## src/rtl/mul_pkg.sv

```systemverilog
// Shared definitions for the multiplier operand sequencer: operand/result widths
// and the 2-bit sequencer state encoding.
package mul_pkg;

  localparam int unsigned OPW  = 32;
  localparam int unsigned RESW = 64;

  typedef enum logic [1:0] {
    S_IDLE  = 2'b00,
    S_ISSUE = 2'b01,
    S_CLEAR = 2'b10
  } state_t;

endpackage

```

## src/rtl/mul_operand_fifo.sv

```systemverilog
// Synchronous operand-pair FIFO, DEPTH entries (power of 2) of WIDTH bits.
// Pushes into a full FIFO and pops from an empty one are ignored.
module mul_operand_fifo #(
  parameter int unsigned DEPTH = 4,
  parameter int unsigned WIDTH = 64
) (
  input  logic                       clk,
  input  logic                       reset,
  input  logic                       i_push,
  input  logic [WIDTH-1:0]           i_data,
  input  logic                       i_pop,
  output logic [WIDTH-1:0]           o_data,
  output logic                       o_full,
  output logic                       o_empty,
  output logic [$clog2(DEPTH+1)-1:0] o_count
);

  localparam int unsigned AW = $clog2(DEPTH);
  localparam int unsigned CW = $clog2(DEPTH + 1);

  logic [WIDTH-1:0] r_mem [DEPTH];
  logic [AW-1:0]    r_wptr;
  logic [AW-1:0]    r_rptr;
  logic [CW-1:0]    r_count;
  logic             w_push;
  logic             w_pop;

  assign o_full  = (r_count == CW'(DEPTH));
  assign o_empty = (r_count == '0);
  assign o_count = r_count;
  assign o_data  = r_mem[r_rptr];
  assign w_push  = i_push && !o_full;
  assign w_pop   = i_pop && !o_empty;

  // Pointers wrap naturally because DEPTH is a power of 2.
  always_ff @(posedge clk) begin
    if (reset) begin
      r_wptr  <= '0;
      r_rptr  <= '0;
      r_count <= '0;
    end else begin
      if (w_push) r_wptr <= r_wptr + 1'b1;
      if (w_pop)  r_rptr <= r_rptr + 1'b1;
      case ({w_push, w_pop})
        2'b10:   r_count <= r_count + 1'b1;
        2'b01:   r_count <= r_count - 1'b1;
        default: r_count <= r_count;
      endcase
    end
  end

  always_ff @(posedge clk) begin
    if (w_push) r_mem[r_wptr] <= i_data;
  end

endmodule

```

## src/rtl/mul_operand_sequencer.sv

```systemverilog
// Queues operand pairs and runs them one at a time through the multiplier's
// start/clear handshake; products leave on a valid/ready port. Optional: MUL_TIMEOUT_EN.
module mul_operand_sequencer
  import mul_pkg::*;
#(
  parameter int unsigned FIFO_DEPTH  = 4,
  parameter int unsigned TIMEOUT_CYC = 64
) (
  input  logic                            clk,
  input  logic                            reset,
  input  logic                            in_valid,
  output logic                            in_ready,
  input  logic [OPW-1:0]                  in_multiplicand,
  input  logic [OPW-1:0]                  in_multiplier,
  output logic [OPW-1:0]                  mul_multiplicand,
  output logic [OPW-1:0]                  mul_multiplier,
  output logic                            mul_op_start,
  output logic                            mul_op_clear,
  input  logic [RESW-1:0]                 mul_result,
  input  logic                            mul_op_done,
  output logic                            out_valid,
  input  logic                            out_ready,
  output logic [RESW-1:0]                 out_result,
  output logic [$clog2(FIFO_DEPTH+1)-1:0] fifo_count,
  output logic                            busy
`ifdef MUL_TIMEOUT_EN
  ,
  output logic                            err_timeout
`endif
);

  if (FIFO_DEPTH < 2 || (FIFO_DEPTH & (FIFO_DEPTH - 1)) != 0 || TIMEOUT_CYC < 1) begin : g_bad_params
    $error("mul_operand_sequencer: FIFO_DEPTH must be a power of 2 >= 2 and TIMEOUT_CYC >= 1");
  end

  state_t          r_state;
  logic [OPW-1:0]  r_mcand;
  logic [OPW-1:0]  r_mplier;
  logic            r_start;
  logic            r_clear;
  logic            r_out_valid;
  logic [RESW-1:0] r_out_result;
  logic [2*OPW-1:0] w_head;
  logic            w_full;
  logic            w_empty;
  logic            w_pop;
  logic            w_out_free;
  logic            w_expired;

  assign w_pop      = (r_state == S_CLEAR);
  assign w_out_free = !r_out_valid || out_ready;

  mul_operand_fifo #(
    .DEPTH (FIFO_DEPTH),
    .WIDTH (2*OPW)
  ) u_fifo (
    .clk     (clk),
    .reset   (reset),
    .i_push  (in_valid),
    .i_data  ({in_multiplicand, in_multiplier}),
    .i_pop   (w_pop),
    .o_data  (w_head),
    .o_full  (w_full),
    .o_empty (w_empty),
    .o_count (fifo_count)
  );

`ifdef MUL_TIMEOUT_EN
  localparam int unsigned TCW = $clog2(TIMEOUT_CYC + 1);
  logic [TCW-1:0] r_tcnt;
  logic           r_err;

  assign w_expired   = (r_tcnt == TCW'(TIMEOUT_CYC - 1));
  assign err_timeout = r_err;

  // Counter idles at zero outside S_ISSUE, so every job starts a fresh window.
  always_ff @(posedge clk) begin
    if (reset) begin
      r_tcnt <= '0;
      r_err  <= 1'b0;
    end else begin
      r_err <= (r_state == S_ISSUE) && !mul_op_done && w_expired;
      if (r_state != S_ISSUE)  r_tcnt <= '0;
      else if (!w_expired)     r_tcnt <= r_tcnt + 1'b1;
    end
  end
`else
  assign w_expired = 1'b0;
`endif

  always_ff @(posedge clk) begin
    if (reset) begin
      r_state      <= S_IDLE;
      r_mcand      <= '0;
      r_mplier     <= '0;
      r_start      <= 1'b0;
      r_clear      <= 1'b0;
      r_out_valid  <= 1'b0;
      r_out_result <= '0;
    end else begin
      // A capture below overrides this drain in the same cycle.
      if (out_ready) r_out_valid <= 1'b0;
      case (r_state)
        S_IDLE: begin
          if (!w_empty) begin
            {r_mcand, r_mplier} <= w_head;
            r_start             <= 1'b1;
            r_state             <= S_ISSUE;
          end
        end
        S_ISSUE: begin
          if (mul_op_done && w_out_free) begin
            r_out_result <= mul_result;
            r_out_valid  <= 1'b1;
            r_start      <= 1'b0;
            r_clear      <= 1'b1;
            r_state      <= S_CLEAR;
          end else if (!mul_op_done && w_expired) begin
            r_start <= 1'b0;
            r_clear <= 1'b1;
            r_state <= S_CLEAR;
          end
        end
        S_CLEAR: begin
          r_clear <= 1'b0;
          r_state <= S_IDLE;
        end
        default: begin
          r_start <= 1'b0;
          r_clear <= 1'b0;
          r_state <= S_IDLE;
        end
      endcase
    end
  end

  assign in_ready         = !w_full;
  assign mul_multiplicand = r_mcand;
  assign mul_multiplier   = r_mplier;
  assign mul_op_start     = r_start;
  assign mul_op_clear     = r_clear;
  assign out_valid        = r_out_valid;
  assign out_result       = r_out_result;
  assign busy             = (r_state != S_IDLE) || !w_empty;

endmodule

```

## config.mk

```make
export PLATFORM = sky130hd
export DESIGN_NAME = mul_operand_sequencer
export DESIGN_NICKNAME = d
export VERILOG_FILES = /design/src/rtl/mul_pkg.sv /design/src/rtl/mul_operand_fifo.sv /design/src/rtl/mul_operand_sequencer.sv
export SDC_FILE = /design/constraint.sdc
export NUM_CORES = 1
export LEC_CHECK = 0
export BUFFER_PORTS_ARGS = -buffer_cell sky130_fd_sc_hd__buf_2
export CAP_MARGIN = 40
export CORE_ASPECT_RATIO = 1.25
export CORE_MARGIN = 2
export CORE_UTILIZATION = 50
export DETAILED_ROUTE_END_ITERATION = 7
export PLACE_DENSITY_LB_ADDON = 0.1
export SLEW_MARGIN = 20
export SYNTH_ARGS = -nofsm -noshare
export SYNTH_HDL_FRONTEND = slang
export SYNTH_SLANG_ARGS = --single-unit
```

## constraint.sdc

```tcl
create_clock -name clk -period 2.9 [get_ports clk]
set_clock_uncertainty 0.1 [all_clocks]
set_input_delay 0.29 -clock clk [delete_from_list [all_inputs] [get_ports clk]]
set_output_delay 0.29 -clock clk [all_outputs]
set_load 0.02 [all_outputs]
```

==> run summary, run 1 <==
OUTCOME
-----------------------------------------------------------------------------------------------
Outcome                                                                            finished, final reports clean

CELLS AND AREA
-----------------------------------------------------------------------------------------------
Layout Area Growth over Synthesis                                                         31.1%
Fraction of layout cells with a size suffix above 1                                       33.5%
Post-route standard cell area excluding fillers                                     0.0186 mm^2
Total number of nets in the final design                                                   1376

ROUTING
-----------------------------------------------------------------------------------------------
Detailed Route WL                                                                      32300 um
Initial DRC Count                                                                           478
Total DRC errors in the routed layout                                                         0
Antenna Violating Nets Remaining                                                              0
Count of TritonRoute iterations in the first routing pass                                     4
Vias post-DR                                                                               8811
Routed wire per std cell                                                                19.9 um
Ratio of routed vias to standard cells                                                     5.43

SYNTH
-----------------------------------------------------------------------------------------------
Synth Area in XOR/XNOR                                                                   0.123%
Area share of the largest cell type after synthesis                                       54.1%
Cell types with the largest area share after synthesis                             edfxtp_1, dfxtp_1, mux4_2
Post-Synth Adder-Cell Area                                                               0.581%
Total standard cell area after synthesis                                            0.0142 mm^2
Post-synth cell types                                                                        33
Dominant combinational cell family by area after synthesis                         multiplexers
Yosys Warn Count                                                                              0
Post-synthesis compound-gate area fraction                                                9.16%
Total of flip-flops plus latches after synthesis                                            396
Cell taking the most area after synthesis                                              edfxtp_1
Number of instances in the synthesized netlist                                              844
Synthesized area per cell                                                             16.9 um^2
Multiplexer share of the synthesized area                                                 10.2%
Simple-gate share of the synthesized area                                                 3.69%
Post-synth net total                                                                        983
Fraction of the yosys area taken by sequential cells                                      73.8%

STA
-----------------------------------------------------------------------------------------------
Min cycle time layout                                                                   2.49 ns
Final worst-path cycle share                                                              86.0%
Count of pins over their slew limit                                                           0
Slew at the pin closest to its max-slew limit                                          0.686 ns
Rel. slew slack                                                                           54.3%
Total Negative Setup Slacks                                                                0 ns
Final count of hold timing violations                                                         0
Setup-violating endpoint count in the final report                                            0
Timing-limited maximum frequency                                                        401 MHz
Smallest hold slack                                                                   0.0265 ns
RSZ-0062 raised after global routing                                                      false

PLACED DESIGN
-----------------------------------------------------------------------------------------------
Post-detailed-placement cell area                                                   0.0160 mm^2
Routability cong.                                                                         0.756
Dpl hpwl                                                                               18200 um
Count of port buffers added during placement                                                268

WORST SETUP PATH
-----------------------------------------------------------------------------------------------
Worst reg-to-reg setup slack                                                            0.41 ns
Kind of critical path                                                              flip-flop to flip-flop
Crit Path Max Fanout                                                                         10
Cells along the critical path                                                      or3b_2 -> nand2_1 -> ha_1 -> inv_1 -> fa_1 -> xor2_1 -> or3_1 -> a21oi_1
Data arrival time of the critical path                                                  2.85 ns
Data required, critical path                                                            3.26 ns
CP startpoint kind                                                                    flip-flop
Worst setup EP type                                                                   flip-flop
Slowest cell on the critical path                                                        or3b_2
Largest stage delay, worst path                                                         0.59 ns
Buffers plus inverters on the worst setup path                                                1
Worst path top cell family by delay                                                simple AND/OR/NAND/NOR gates

FLOORPLAN
-----------------------------------------------------------------------------------------------
Standard-cell row count                                                                      69
Die Y-Extent                                                                             193 um
Die span in x                                                                            155 um
Initial Utilization                                                                       50.4%
Area of the die                                                                     0.0298 mm^2
Core Footprint                                                                      0.0282 mm^2
Number of top-level pins                                                                    269

POWER
-----------------------------------------------------------------------------------------------
Power density normalized to cell area                                               719 mW/mm^2
Leakage                                                                                 6.94 nW
Max rail drop VDD                                                                      0.531 mV

GLOBAL ROUTE
-----------------------------------------------------------------------------------------------
Number of antenna violations at the first check in global routing                             2
First-pass GRT wire length                                                             49800 um
Vias in the first global route                                                             9136
Largest net degree at the start of global routing                                            66
Total global routing track utilization                                                    21.6%
Global-route congestion overflow total                                                        0

CLOCK NETWORK
-----------------------------------------------------------------------------------------------
Cells resized by post-CTS repair                                                              0
Clock insertion delay at the later pin of the skew report                               0.52 ns
Number of buffers added by the clock tree synthesis step                                     39
Clock tree from TritonCTS                                                                 built
Clock input transition at the sequential cells of the worst setup and hold paths        0.06 ns
CTS H-tree depth                                                                              2
Deepest clock path buffer count                                                               3
TritonCTS Sinks                                                                             396
CTS root buf                                                                          clkbuf_16

MIN PATH
-----------------------------------------------------------------------------------------------
Path category of the worst min-delay check                                         input port to flip-flop

JOB
-----------------------------------------------------------------------------------------------
Max Cap Viol                                                                                  0

-- routing by layer --
layer	track usage, %	routed length (um)
met1	27.5	13200
met2	36.7	16300
met3	5.68	2250
met4	6.16	454
met5	0	0
-- final timing paths --
kind                         to          startpoint  cells after the start
max reg2reg   u_fifo.o_count[2]   u_fifo.o_count[2]                      8
max           u_fifo.o_count[2]   u_fifo.o_count[2]                      8
min reg2reg  mul_multiplier[25]  mul_multiplier[25]                      1
min                  r_state[0]         mul_op_done                      3
-- repair_timing --
| item | in CTS | in global routing |
|---|---|---|
| setup buffers | 0 | 0 |
| endpoints found under the hold margin | 322 | 0 |
| hold buffers | 129 | 0 |
-- layout by cell type, fill, tap and decap left out, types with 2 or more instances in the layout --
cell type      synthesis  routed
clkinv_2               0       4
and3_4                 0       4
nor2b_1                3       2
buf_4                  2      10
inv_1                  5       5
nand2b_1               3       2
a21oi_1               73      73
xor2_1                 2       2
ha_1                   5       5
clkinv_1               0       6
a22o_1                64      64
dfxtp_4                0       2
a21o_1                 3       3
nand2_1                3       3
diode_2                0       2
clkbuf_1              40       8
o21ai_0               66      66
clkbuf_16              0      41
nor2_1                 7       7
mux4_2                64      64
nor3b_1                2       2
buf_2                 14     268
edfxtp_1             256     256
buf_12                 0      10
bufinv_16              0       5
dfxtp_1              140     138
dlygate4sd3_1          0     129
clkbuf_8               0       5
or3_1                  2       2
nand3_1               66      66
-- report_power, final --
part / total (mW) / internal [mW] / switching (mW) / leakage (nW)
registers: 6.56 / 6.39 / 0.173 / 3.49
clock network: 5.18 / 3.17 / 2.01 / 0.655
logic: 1.67 / 0.697 / 0.973 / 2.79
total: 13.4 / 10.3 / 3.15 / 6.94
-- worst reg2reg max path, delay by kind of cell (launching register included) --
family                     cells  cell delay, ns
AOI/OAI and AO/OA              1            0.13
xor gates and xnor gates       1            0.16
adders and majority gates      2            0.55
buffers and inverters          1            0.06
DFF                            1            0.41
and+or+nand+nor                3            1.02
-- synthesized netlist by cell type (all sizes together) --
| cell | n |
|---|---|
| clkbuf | 40 |
| nand3 | 66 |
| nand2b | 3 |
| xor2 | 2 |
| nand2 | 3 |
| or3b | 1 |
| ha | 5 |
| o21ai | 66 |
| buf | 26 |
| nor2b | 3 |
| a21o | 3 |
| dfxtp | 140 |
| nor2 | 7 |
| nor4 | 1 |
| a21oi | 74 |
| a22o | 64 |
| mux4 | 64 |
| and3 | 4 |
| nor3b | 2 |
| fa | 1 |
| edfxtp | 256 |
| a211oi | 1 |
| mux2 | 1 |
| nand3b | 1 |
| and3b | 1 |
| or3 | 3 |
| inv | 5 |
| nor3 | 1 |
-- final cells by class --
type                    count  area, um^2
flip-flops and latches    396       10500
fillers                  1999        9590
multi-input cells         377        3410
repair buffers            418        2940
clock buffers              56        1140
well taps                 355         444
clock inverters            15         193
inverters                   5        18.8
diodes                      2        5.00
-- sequential cells by signal, indices dropped and copies added (netlist names) --
register	count
mul_multiplicand	32
mul_multiplier	32
mul_op_clear	1
mul_op_start	1
out_result	64
out_valid	1
r_state	2
u_fifo.o_count	3
u_fifo.r_mem	256
u_fifo.r_rptr	2
u_fifo.r_wptr	2
-- stage by stage --
step | power, mW | utilization [%] | setup slack, ns | instances
floorplan | 7.61 | - | 0.369 | 844
global placement | 8.19 | 56.4 | 0.476 | 1418
detailed placement | 8.22 | 56.7 | 0.435 | 1421
CTS | 13.5 | 65.9 | 0.413 | 1621
global route | 13.9 | 66.0 | 0.255 | 1624
finish | 13.4 | 66.0 | 0.407 | 1624
-- cell families (layout without fill, tap and decap cells) --
family | after synthesis | in the layout
flops | 396 | 396
xor+xnor | 2 | 2
buf+inv | 71 | 494
other cells | 0 | 2
mux | 65 | 65
simple gates | 96 | 96
fa+ha+maj | 6 | 6
compound gates | 208 | 208
No activity file was read; power rests on OpenSTA's default activity.
==> run 2, diff against run 1 <==
PLACE_DENSITY_LB_ADDON = 0.3   (was 0.1)
==> run 2 against run 1 <==
Net effect:
- count of clock-buffer cells in the layout fell by 3
- total power fell by 2.4%
- wire length fell by 0.26%
- clock power fell by 6.6%
- via count rose by 1.1%
- global-route usage barely moved
- setup slack improved by 0.011 ns
- design area fell by 0.69%
- sequential power barely moved
==> run summary, run 2 (synthesis gave the netlist of run 1 again) <==
POWER
-----------------------------------------------------------------------------------------------
Power density normalized to cell area                                               707 mW/mm^2   was 719 mW/mm^2
Power, Total                                                                            13.1 mW   was 13.4 mW
Max rail drop VDD                                                                      0.632 mV   was 0.531 mV
Leakage                                                                                 6.88 nW   was 6.94 nW

WORST SETUP PATH
-----------------------------------------------------------------------------------------------
Slowest cell on the critical path                                                        or3b_2   unchanged
Cells along the critical path                                                      or3b_2 -> nand2_1 -> ha_1 -> inv_1 -> fa_1 -> xor2_1 -> or3_1 -> a21oi_1   unchanged
Kind of critical path                                                              flip-flop to flip-flop   unchanged
Worst setup EP type                                                                   flip-flop   unchanged
Data arrival time of the critical path                                                  2.81 ns   was 2.85 ns
Largest stage delay, worst path                                                         0.57 ns   was 0.59 ns
Crit Path Max Fanout                                                                         10   unchanged
CP startpoint kind                                                                    flip-flop   unchanged
Data required, critical path                                                            3.23 ns   was 3.26 ns

GLOBAL ROUTE
-----------------------------------------------------------------------------------------------
Total global routing track utilization                                                    21.5%   was 21.6%
Vias in the first global route                                                             9025   was 9136
First-pass GRT wire length                                                             49600 um   was 49800 um
Largest net degree at the start of global routing                                            78   was 66
Number of antenna violations at the first check in global routing                             0   was 2
Global-route congestion overflow total                                                        0   unchanged

FLOORPLAN
-----------------------------------------------------------------------------------------------
Area of the die                                                                     0.0298 mm^2   unchanged
Standard-cell row count                                                                      69   unchanged
Initial Utilization                                                                       50.4%   unchanged
Number of top-level pins                                                                    269   unchanged
Core Footprint                                                                      0.0282 mm^2   unchanged
Die Y-Extent                                                                             193 um   unchanged
Die span in x                                                                            155 um   unchanged

CLOCK NETWORK
-----------------------------------------------------------------------------------------------
CTS root buf                                                                          clkbuf_16   unchanged
Clock input transition at the sequential cells of the worst setup and hold paths        0.06 ns   about the same
Cells resized by post-CTS repair                                                              0   unchanged
Number of buffers added by the clock tree synthesis step                                     37   was 39
Deepest clock path buffer count                                                               3   unchanged
Number of buffers added for setup after CTS                                                   0   unchanged
Clock tree from TritonCTS                                                                 built   unchanged
Clock insertion delay at the later pin of the skew report                               0.52 ns   about the same
CTS H-tree depth                                                                              2   unchanged
Hold-fix buffer count after cts                                                             126   was 129
TritonCTS Sinks                                                                             396   unchanged

STA
-----------------------------------------------------------------------------------------------
Smallest hold slack                                                                   0.0351 ns   was 0.0265 ns
Final worst-path cycle share                                                              85.6%   was 86.0%
Count of pins over their slew limit                                                           0   unchanged
Total Negative Setup Slacks                                                                0 ns   unchanged
Rel. slew slack                                                                           45.5%   was 54.3%
Final count of hold timing violations                                                         0   unchanged
RSZ-0062 raised after global routing                                                      false   unchanged
Min cycle time layout                                                                   2.48 ns   was 2.49 ns
Slew at the pin closest to its max-slew limit                                          0.818 ns   was 0.686 ns
Timing-limited maximum frequency                                                        403 MHz   was 401 MHz
Setup-violating endpoint count in the final report                                            0   unchanged
Min setup slack post-route                                                             0.418 ns   was 0.407 ns

PLACED DESIGN
-----------------------------------------------------------------------------------------------
Worst slack at placement                                                               0.441 ns   was 0.435 ns
Count of port buffers added during placement                                                268   unchanged
Routability cong.                                                                         0.763   was 0.756
Dpl hpwl                                                                               18100 um   was 18200 um
Post-detailed-placement cell area                                                   0.0160 mm^2   about the same

OUTCOME
-----------------------------------------------------------------------------------------------
Outcome                                                                            finished, final reports clean   unchanged

JOB
-----------------------------------------------------------------------------------------------
Max Cap Viol                                                                                  0   unchanged

ROUTING
-----------------------------------------------------------------------------------------------
Detailed Route WL                                                                      32200 um   was 32300 um
Vias post-DR                                                                               8906   was 8811
Count of TritonRoute iterations in the first routing pass                                     7   was 4
Total DRC errors in the routed layout                                                         0   unchanged
Routed wire per std cell                                                                19.9 um   about the same
Initial DRC Count                                                                           556   was 478
Antenna Violating Nets Remaining                                                              0   unchanged
Ratio of routed vias to standard cells                                                     5.51   was 5.43

CELLS AND AREA
-----------------------------------------------------------------------------------------------
Layout Area Growth over Synthesis                                                         30.2%   was 31.1%
Antenna Diode Count                                                                           0   was 2
Total number of nets in the final design                                                   1373   was 1376
Fraction of layout cells with a size suffix above 1                                       33.5%   about the same
Post-route standard cell area excluding fillers                                     0.0185 mm^2   was 0.0186 mm^2
Most frequent cells in the layout                                                  buf_2, edfxtp_1, dfxtp_1   unchanged
Number of flip-flops under the largest register name                                        256   unchanged
Register with the highest flop count                                               u_fifo.r_mem   unchanged
Filler Cell Count                                                                          1915   was 1999
Leading cell type in the layout, fill and taps excluded                                   buf_2   unchanged

MIN PATH
-----------------------------------------------------------------------------------------------
Path category of the worst min-delay check                                         input port to flip-flop   unchanged

[run 2: cell types whose count changed in the layout (fill, tap and decap cells not counted), sizes merged]
| cell | before | now |
|---|---|---|
| dlygate4sd3 | 129 | 126 |
| clkbuf | 56 | 53 |
| bufinv | 5 | 4 |
| buf | 289 | 291 |
| diode | 2 | 0 |
| clkinv | 10 | 9 |
[run 2: path summary, 6_finish.rpt]
check / from / to / slack [ns] / cells after the start
min: mul_result[23] / out_result[23] / 0.04 / 3
max reg2reg: u_fifo.o_count[2] / u_fifo.o_count[2] / 0.42 / 8
max: u_fifo.o_count[2] / u_fifo.o_count[2] / 0.42 / 8
min reg2reg: mul_multiplier[9] / mul_multiplier[9] / 0.37 / 1
[run 2: routing by layer]
layer / vias to the layer above / GRT usage (%) / share of wire (%)
met1: 4389 / 25.7 / 40
met3: 56 / 5.23 / 7.1
li1: 4108 / - / -
met2: 353 / 38.9 / 51
met4: 0 / 6.16 / 2.0
met5: - / 0 / 0
[run 2: worst max-delay path, delay by kind of cell, from the launching register on]
kind	cells	cell delay [ns]
compound gates	1	0.14
xor+xnor	1	0.16
fa+ha+maj	2	0.56
buf+inv	1	0.06
flops	1	0.40
simple gates	3	0.99
[run 2: stage by stage]
step | util [%] | std cells
final | 65.6 | 1616
after global routing | 65.6 | 1616
after CTS | 65.4 | 1614
after detailed placement | 56.6 | 1422
after global placement | 56.6 | 1421
after floorplan | - | 844
[run 2: area by class of cell]
class	instances	area (um^2)	area share, %
clock inverter	13	174	0.939
inverter	5	18.8	0.101
multi-input combinational	377	3410	18.4
tap	355	444	2.40
sequential	396	10500	56.7
clock buffer	53	1050	5.66
timing repair buffer	417	2920	15.8
[run 2: power by group]
part,total (mW),internal [mW],switching [mW]
clock,4.84,2.88,1.96
sequential,6.57,6.39,0.177
combinational,1.68,0.702,0.982
==> run 3, diff against run 2 <==
CORE_ASPECT_RATIO = 1.4   (was 1.25)
==> run 3 against run 2 <==
Net effect:
- critical path depth unchanged
- final cell count up 1.1%
- non-clock buffer count down 5
- setup slack better by 0.013 ns
- global-route usage down 0.12 points
- largest power group unchanged
==> run summary, run 3 (synthesis gave the netlist of run 1 again) <==
ROUTING
-----------------------------------------------------------------------------------------------
Ratio of routed vias to standard cells                                                     5.46   was 5.51
Initial DRC Count                                                                           462   was 556
Vias post-DR                                                                               8918   was 8906
Routed wire per std cell                                                                19.7 um   was 19.9 um
Total DRC errors in the routed layout                                                         0   unchanged
Antenna Violating Nets Remaining                                                              0   unchanged
Detailed Route WL                                                                      32100 um   was 32200 um
Count of TritonRoute iterations in the first routing pass                                     5   was 7

FLOORPLAN
-----------------------------------------------------------------------------------------------
Core Footprint                                                                      0.0282 mm^2   about the same
Initial Utilization                                                                       50.4%   about the same
Die Y-Extent                                                                             204 um   was 193 um
Standard-cell row count                                                                      73   was 69
Number of top-level pins                                                                    269   unchanged
Die span in x                                                                            147 um   was 155 um
Area of the die                                                                     0.0298 mm^2   about the same

GLOBAL ROUTE
-----------------------------------------------------------------------------------------------
Met3 Usage GRT                                                                            4.18%   was 5.23%
Met1 demand-to-capacity share in global routing                                           25.9%   was 25.7%
Global routing met2 resource utilization                                                  38.0%   was 38.9%
Vias in the first global route                                                             9094   was 9025
Largest net degree at the start of global routing                                            66   was 78
Total global routing track utilization                                                    21.4%   was 21.5%
Global-route congestion overflow total                                                        0   unchanged
Number of antenna violations at the first check in global routing                             0   unchanged
Top Usage Layer GRT                                                                        met2   unchanged
First-pass GRT wire length                                                             49700 um   was 49600 um

PLACED DESIGN
-----------------------------------------------------------------------------------------------
Dpl hpwl                                                                               17500 um   was 18100 um
Placed insts                                                                               1437   was 1422
Worst slack at placement                                                               0.436 ns   was 0.441 ns
Count of port buffers added during placement                                                268   unchanged
Routability cong.                                                                         0.769   was 0.763

WORST SETUP PATH
-----------------------------------------------------------------------------------------------
Crit Path Max Fanout                                                                         10   unchanged
CP startpoint kind                                                                    flip-flop   unchanged
Kind of critical path                                                              flip-flop to flip-flop   unchanged
Worst setup EP type                                                                   flip-flop   unchanged
Worst reg-to-reg setup slack                                                            0.43 ns   was 0.42 ns
Data arrival time of the critical path                                                  2.82 ns   was 2.81 ns
Data required, critical path                                                            3.25 ns   was 3.23 ns

STA
-----------------------------------------------------------------------------------------------
Slew at the pin closest to its max-slew limit                                          0.670 ns   was 0.818 ns
Timing-limited maximum frequency                                                        405 MHz   was 403 MHz
Min setup slack post-route                                                             0.431 ns   was 0.418 ns
Min cycle time layout                                                                   2.47 ns   was 2.48 ns
RSZ-0062 raised after global routing                                                      false   unchanged
Rel. slew slack                                                                           55.3%   was 45.5%
Final worst-path cycle share                                                              85.1%   was 85.6%
Final count of hold timing violations                                                         0   unchanged
Total Negative Setup Slacks                                                                0 ns   unchanged
Count of pins over their slew limit                                                           0   unchanged
Setup-violating endpoint count in the final report                                            0   unchanged

CLOCK NETWORK
-----------------------------------------------------------------------------------------------
CTS H-tree depth                                                                              2   unchanged
Clock input transition at the sequential cells of the worst setup and hold paths        0.06 ns   about the same
Clock insertion delay at the later pin of the skew report                               0.53 ns   was 0.52 ns
Clock tree from TritonCTS                                                                 built   unchanged
TritonCTS Sinks                                                                             396   unchanged
Number of buffers added by the clock tree synthesis step                                     37   unchanged
CTS root buf                                                                          clkbuf_16   unchanged
Deepest clock path buffer count                                                               3   unchanged
Cells resized by post-CTS repair                                                              0   unchanged
Number of buffers added for setup after CTS                                                   0   unchanged

CELLS AND AREA
-----------------------------------------------------------------------------------------------
Multi-input combinational cell area                                                0.00341 mm^2   unchanged
Antenna Diode Count                                                                           0   unchanged
Fraction of layout cells with a size suffix above 1                                       33.5%   about the same
Filler-free cell count of the finished design                                              1633   was 1616
Register with the highest flop count                                               u_fifo.r_mem   unchanged
FF+latch area                                                                       0.0105 mm^2   unchanged
Most frequent cells in the layout                                                  buf_2, edfxtp_1, dfxtp_1   unchanged
Filler Cell Count                                                                          1936   was 1915
Layout Area Growth over Synthesis                                                         30.4%   was 30.2%
Total number of nets in the final design                                                   1368   was 1373
Leading cell type in the layout, fill and taps excluded                                   buf_2   unchanged
Number of flip-flops under the largest register name                                        256   unchanged

MIN PATH
-----------------------------------------------------------------------------------------------
Path category of the worst min-delay check                                         input port to flip-flop   unchanged

JOB
-----------------------------------------------------------------------------------------------
Max Cap Viol                                                                                  0   unchanged

POWER
-----------------------------------------------------------------------------------------------
Leakage                                                                                 6.88 nW   about the same
Power density normalized to cell area                                               717 mW/mm^2   was 707 mW/mm^2
Max rail drop VDD                                                                      0.602 mV   was 0.632 mV

OUTCOME
-----------------------------------------------------------------------------------------------
Outcome                                                                            finished, final reports clean   unchanged

==> run 3: metrics by stage <==
stage,area (um^2),total power [mW],utilization (%),hold WS (ns)
2_1_floorplan,14200,7.61,-,0.289
3_3_place_gp,16000,8.18,56.6,0.357
3_5_place_dp,16000,8.22,56.6,0.359
4_1_cts,18500,13.4,65.7,0.00124
5_1_grt,18500,13.8,65.7,0.0224
6_report,18500,13.3,65.7,0.0274
==> run 3: report_power, final <==
group,internal (mW),switching [mW],total [mW]
clock network,3.08,2.00,5.07
registers,6.39,0.188,6.58
logic,0.685,0.968,1.65
total,10.2,3.15,13.3
==> run 3: layout make-up <==
type | instances | share of cell area (%)
clock buffer | 49 | 5.63
clock inverter | 19 | 1.32
inverter | 5 | 0.101
multi-input combinational | 377 | 18.4
sequential | 396 | 56.6
tap | 375 | 2.53
timing repair buffer | 412 | 15.4
==> run 3: layer usage <==
| layer | wire length (um) | part of all wire [%] |
|---|---|---|
| met5 | 0 | 0 |
| met4 | 1010 | 3.1 |
| met3 | 2190 | 6.8 |
| met2 | 16800 | 52 |
| met1 | 12200 | 38 |
==> run 3: critical path, stage by stage (launching register included) <==
cell	delay (ns)
dfxtp_1	0.41
or3b_2	0.58
nand2_1	0.11
ha_1	0.17
inv_1	0.06
fa_1	0.37
xor2_1	0.16
or3_1	0.30
a21oi_1	0.14
==> run 3: repair_timing <==
action | 4_1_cts | 5_1_grt
endpoints found under the hold margin | 321 | 0
setup endpoints to repair | 0 | 0
hold buffers | 128 | 0
==> run 3: path summary, 6_finish.rpt <==
path | startpoint | end | cells past startpoint
max reg2reg | u_fifo.o_count[2] | u_fifo.o_count[2] | 8
min | in_valid | u_fifo.r_wptr[1] | 3
min reg2reg | out_result[12] | out_result[12] | 2
max | u_fifo.o_count[2] | u_fifo.o_count[2] | 8
